## config.mk

```make
export PLATFORM = sky130hd
export DESIGN_NAME = fifo_wr_arbiter
export DESIGN_NICKNAME = d
export VERILOG_FILES = /design/src/rtl/fifo_wr_arbiter.sv
export SDC_FILE = /design/constraint.sdc
export NUM_CORES = 1
export LEC_CHECK = 0
export CAP_MARGIN = 10
export CORE_ASPECT_RATIO = 0.7
export CORE_UTILIZATION = 45
export CTS_CLUSTER_SIZE = 10
export DETAILED_ROUTE_END_ITERATION = 6
export PLACE_DENSITY = 0.82
export SLEW_MARGIN = 20
export SYNTH_ARGS = -nofsm -noshare
export SYNTH_HDL_FRONTEND = slang
export SYNTH_SLANG_ARGS = --single-unit
```

## constraint.sdc

```tcl
create_clock -name clk -period 5.1 [get_ports clk]
set_input_delay 1.02 -clock clk [delete_from_list [all_inputs] [get_ports clk]]
set_output_delay 1.02 -clock clk [all_outputs]
set_load 0.02 [all_outputs]
```

## src/rtl/fifo_wr_arbiter.sv

```systemverilog
// Round-robin write arbiter: funnels NUM_REQ beat streams into one FIFO write port in bursts.
// Latency: grant one cycle after the IDLE decision; fifo_wr_en/fifo_wr_data one cycle after ack.
// Backpressure: fifo_full, or fifo_afull with a write in flight, stalls the owner (beat count held, no timeout).
//
// Ports:
//   clk, rst          - single clock (FIFO write clock), asynchronous active-high reset
//   req, req_data     - per-requester beat valid and flattened data (requester i at [i*DATA_WIDTH +: DATA_WIDTH])
//   ack               - combinational, beat from requester i accepted this cycle
//   gnt, busy         - registered one-hot owner (zero when idle) and burst-in-progress flag
//   fifo_full/afull   - FIFO status; afull means at most one free entry
//   fifo_wr_en/data   - registered FIFO write port
module fifo_wr_arbiter #(
    parameter int NUM_REQ    = 4,
    parameter int DATA_WIDTH = 4,
    parameter int MAX_BURST  = 4
) (
    input  logic                          clk,
    input  logic                          rst,
    input  logic [NUM_REQ-1:0]            req,
    input  logic [NUM_REQ*DATA_WIDTH-1:0] req_data,
    output logic [NUM_REQ-1:0]            ack,
    output logic [NUM_REQ-1:0]            gnt,
    input  logic                          fifo_full,
    input  logic                          fifo_afull,
    output logic                          fifo_wr_en,
    output logic [DATA_WIDTH-1:0]         fifo_wr_data,
    output logic                          busy
);

    localparam int IDX_W = (NUM_REQ > 1) ? $clog2(NUM_REQ) : 1;
    localparam int CNT_W = $clog2(MAX_BURST) + 1;

    localparam logic [IDX_W-1:0] LAST_IDX  = IDX_W'(NUM_REQ - 1);
    localparam logic [CNT_W-1:0] LAST_BEAT = CNT_W'(MAX_BURST - 1);

    typedef enum logic {
        IDLE  = 1'b0,
        BURST = 1'b1
    } state_t;

    state_t                  state_q, state_d;
    logic [IDX_W-1:0]        owner_q, owner_d;
    logic [IDX_W-1:0]        rr_ptr_q, rr_ptr_d;
    logic [CNT_W-1:0]        beat_cnt_q, beat_cnt_d;
    logic [NUM_REQ-1:0]      gnt_d;
    logic                    wr_en_d;
    logic [DATA_WIDTH-1:0]   wr_data_d;
    logic                    busy_d;

    logic                    accept;
    logic [IDX_W-1:0]        pick_idx;
    logic [IDX_W-1:0]        next_ptr;
    logic [DATA_WIDTH-1:0]   req_slice [NUM_REQ];

    // Unflatten the requester data bus.
    for (genvar g = 0; g < NUM_REQ; g++) begin : g_slice
        assign req_slice[g] = req_data[g*DATA_WIDTH +: DATA_WIDTH];
    end

    // First set request bit at or above ptr, wrapping from NUM_REQ-1 back to 0.
    function automatic logic [IDX_W-1:0] rr_pick(input logic [NUM_REQ-1:0] r,
                                                 input logic [IDX_W-1:0]   ptr);
        logic [IDX_W-1:0] sel;
        logic [IDX_W-1:0] cand_idx;
        logic             found;
        int               cand;
        sel   = '0;
        found = 1'b0;
        for (int i = 0; i < NUM_REQ; i++) begin
            cand = int'(ptr) + i;
            if (cand >= NUM_REQ) begin
                cand = cand - NUM_REQ;
            end
            cand_idx = IDX_W'(cand);
            if (!found && r[cand_idx]) begin
                found = 1'b1;
                sel   = cand_idx;
            end
        end
        return sel;
    endfunction

    function automatic logic [NUM_REQ-1:0] onehot(input logic [IDX_W-1:0] idx);
        logic [NUM_REQ-1:0] v;
        v      = '0;
        v[idx] = 1'b1;
        return v;
    endfunction

    assign pick_idx = rr_pick(req, rr_ptr_q);
    assign next_ptr = (owner_q == LAST_IDX) ? '0 : owner_q + IDX_W'(1);

    // A write registered last cycle plus afull means the FIFO may have no room
    // left for this beat, so the afull flag only blocks when a write is in flight.
    // rst gating keeps ack low for the whole reset window, not just after the flop clears.
    assign accept = (state_q == BURST) && !rst && req[owner_q] && !fifo_full &&
                    !(fifo_wr_en && fifo_afull);

    always_comb begin
        ack = '0;
        if (accept) begin
            ack[owner_q] = 1'b1;
        end
    end

    // Next-state and next-output logic.
    always_comb begin
        state_d    = state_q;
        owner_d    = owner_q;
        rr_ptr_d   = rr_ptr_q;
        beat_cnt_d = beat_cnt_q;
        wr_en_d    = 1'b0;
        wr_data_d  = fifo_wr_data;

        case (state_q)
            IDLE: begin
                // No beat is taken in IDLE; the owner's first beat can be acked
                // in the same cycle gnt rises.
                if (|req) begin
                    state_d    = BURST;
                    owner_d    = pick_idx;
                    beat_cnt_d = '0;
                end
            end
            BURST: begin
                if (accept) begin
                    wr_en_d    = 1'b1;
                    wr_data_d  = req_slice[owner_q];
                    beat_cnt_d = beat_cnt_q + CNT_W'(1);
                end
                // Release on the last beat of the tenure, or as soon as the owner
                // stops requesting (a stalled owner with req high keeps the grant).
                if ((accept && (beat_cnt_q == LAST_BEAT)) || !req[owner_q]) begin
                    state_d  = IDLE;
                    rr_ptr_d = next_ptr;
                end
            end
            default: begin
                state_d = IDLE;
            end
        endcase

        gnt_d  = (state_d == BURST) ? onehot(owner_d) : '0;
        busy_d = (state_d == BURST);
    end

    always_ff @(posedge clk or posedge rst) begin
        if (rst) begin
            state_q      <= IDLE;
            owner_q      <= '0;
            rr_ptr_q     <= '0;
            beat_cnt_q   <= '0;
            gnt          <= '0;
            busy         <= 1'b0;
            fifo_wr_en   <= 1'b0;
            fifo_wr_data <= '0;
        end else begin
            state_q      <= state_d;
            owner_q      <= owner_d;
            rr_ptr_q     <= rr_ptr_d;
            beat_cnt_q   <= beat_cnt_d;
            gnt          <= gnt_d;
            busy         <= busy_d;
            fifo_wr_en   <= wr_en_d;
            fifo_wr_data <= wr_data_d;
        end
    end

endmodule

```

==> impl_metrics.yaml <==
timing:
  min_period_ns: 4.07
  setup_violations: 0
  slew_viol_final: 0
  clock_skew_ns: 0.00777
  max_slew.worst_pin.slew_ns: 0.666
  setup-tns-final_ns: 0
  fmax_mhz: 245
  max_slew_margin_pct: 55.6
  fin_crit_sh_pct: 79.9
  hold_viol_final: 0
  rsz0062_at_grt: "no"
synthesis:
  synthCells: 89
  syn_nets: 119
  ys_seq_area_share_pct: 43.2
  synth_warnings: 0
  ys_seq_elements: 17
  syn-cell-area_um2: 985
  yosysUniqueCellTypes: 28
  syn_area_per_cell_um2: 11.1
layout:
  n_antenna_cell: 0
  final_layout_size_suffix_gt1_share_pct: 10.9
  nets: 159
  final_area_um2: 1390
  area_growth_pct: 40.9
  fillCellCount: 151
floorplanning:
  num_rows: 13
  start_util_pct: 50.4
  die_y_um: 41.1
  dieArea_um2: 2380
  io_pins: 38
  die_w_um: 57.9
  core_um2: 1950
setup_path:
  cp.required_ns: 4.08
  cp_max_fo: 10
  r2r_cells: 5
  end_kind: "output port"
  rrSetupSlack_ns: 3.32
  r2r_start: "owner_q[1]$_DFF_PP0_"
  crit_arrival_ns: 3.05
  start_kind: "input pin"
  r2r-end: "gnt[3]$_DFF_PP0_"
  critical_path_class: "input pin to output port"
min_path:
  min_from: "fifo_wr_data[2]$_DFFE_PP0P_"
  holdPathStages: 2
  hold-path-endpoint: "fifo_wr_data[2]$_DFFE_PP0P_"
  hp-class: "flop to flop"
clocking:
  cts_buffer_depth: 2
  cts_root_buffer: "clkbuf_4"
  cts_inserted_buffers: 3
  cts_setup_buffers: 0
  cts.htree.levels: 1
  clk_pin_slew_ns: 0.10
  holdBufCountCts: 0
  clk_latency_ns: 0.30
  cts_tree: "yes"
  ctsResizeCount: 0
  clock_sink_count: 17
route:
  vias: 788
  drtAntennaViolNets: 0
  first_pass_iters: 5
  drt-total-wl_um: 2320
  wl_per_cell_um: 15.5
  dr.first_iter.drc_count: 6
  viasPerCell: 5.25
  drc: 2
grt:
  overflow: 0
  grt_first_pass_wirelength_um: 3550
  antenna_found_initial: 0
  grt_max_degree: 18
  grt_pass1_vias: 733
  grt_use_total_pct: 22.0
placed_design:
  hpwl_um: 1880
  io_buffers: 37
  placed_area_um2: 1360
  routabilityCongestion: 0.800
status:
  status: "finished, violations left"
  violations: "design-rule violations"
pwr:
  ir_drop_mv: 0.257
  p_leak_nw: 0.634
  powerDensity_nw_per_um2: 469
flow_run:
  drv_cap: 0
worst max-delay path, cell delays in order:
cell             delay (ns)
clkdlybuf4s50_1        0.47
mux4_2                 0.54
nand3_2                0.20
inv_2                  0.11
and2_1                 0.17
clkdlybuf4s50_1        0.54
flip-flops by register name (all words and copies together) (netlist names):
signal and flops:
fifo_wr_data 4, gnt 4, beat_cnt_q 3, owner_q 2
rr_ptr_q 2, fifo_wr_en 1, state_q 1
power breakdown:
part | internal, mW | switching, mW
clock | 0.0292 | 0.0466
combinational | 0.174 | 0.153
sequential | 0.186 | 0.0620
how the worst max path moves through the flow:
stage               slack [ns]  endpoint  cells after the start    from
floorplan                 2.09    ack[0]                      4  req[3]
global placement          1.09    ack[3]                      6  req[0]
detailed placement        1.03    ack[2]                      6  req[0]
CTS                       1.03    ack[2]                      6  req[0]
global route              0.94    ack[2]                      6  req[0]
finish                    1.03    ack[2]                      6  req[0]
metrics by stage:
step	total power, mW	hold WS [ns]	setup WS [ns]	cells	util, %
after floorplan	0.463	0.467	2.09	89	-
after global placement	0.570	0.484	1.09	146	69.7
after detailed placement	0.581	0.473	1.03	146	69.7
after CTS	0.655	0.498	1.03	150	71.1
after global routing	0.695	0.518	0.937	150	71.1
final	0.651	0.507	1.03	150	71.1
layer usage:
metal | vias to the layer above | routed length [µm] | GRT usage (%)
li1 | 392 | - | -
met1 | 374 | 1080 | 28.2
met2 | 18 | 1120 | 37.4
met3 | 4 | 89 | 5.68
met4 | 0 | 30 | 7.14
met5 | - | 0 | 0
synth_stat cells:
cell type  number  area [µm²]
nand3_1         3        15.0
mux4_1          4         105
a211oi_1        1        7.51
a21o_1          1        7.51
a211o_1         1        8.76
o21ai_2         1        8.76
nor3_1          2        10.0
o21a_4          1        15.0
a22o_2          1        10.0
nand2_1        16        60.1
inv_1           5        18.8
nor3b_1         2        15.0
dfrtp_1        17         425
o31ai_1         1        7.51
mux4_2          1        22.5
inv_2           3        11.3
nand3_2         1        10.0
mux2_2          2        22.5
nand2b_1        1        6.26
a2111oi_0       1        8.76
o21ai_0         2        10.0
ha_1            6        75.1
nor2_1          4        15.0
a221o_1         1        10.0
buf_6           2        22.5
nor2b_1         3        18.8
and2_1          5        31.3
and3_1          1        6.26
cells by family (layout without fill, tap and decap cells):
logic type | after synthesis | count (layout) | share of synthesized area (%)
multiplexers | 7 | 7 | 15.2
adder cells (fa/ha/maj) | 6 | 6 | 7.62
flip-flops | 17 | 17 | 43.2
AND/OR/NAND/NOR | 38 | 38 | 19.1
buffers and inverters | 10 | 49 | 5.34
AO/OA/AOI/OAI | 11 | 11 | 9.53
cell usage in the layout, fill, tap and decap left out, types with 2 or more instances in the layout:
cell	count
nand3_1	3
mux2_2	2
and2_1	5
inv_2	3
nor2b_1	3
mux4_1	4
inv_1	5
nand2_1	16
dfrtp_1	17
nor3_1	2
o21ai_0	2
clkbuf_4	3
nor3b_1	2
ha_1	6
clkdlybuf4s50_1	37
nor2_1	4
cell type report:
class                           count  area (µm²)  share of cell area (%)
Clock buffer                        3        22.5                    1.62
Clock inverter                      1        5.00                   0.361
Inverter                            8        30.0                    2.16
Multi-Input combinational cell     62         507                    36.5
Sequential cell                    17         425                    30.7
Tap cell                           22        27.5                    1.98
Timing Repair Buffer               37         370                    26.7
No activity file was read; power rests on OpenSTA's default activity.
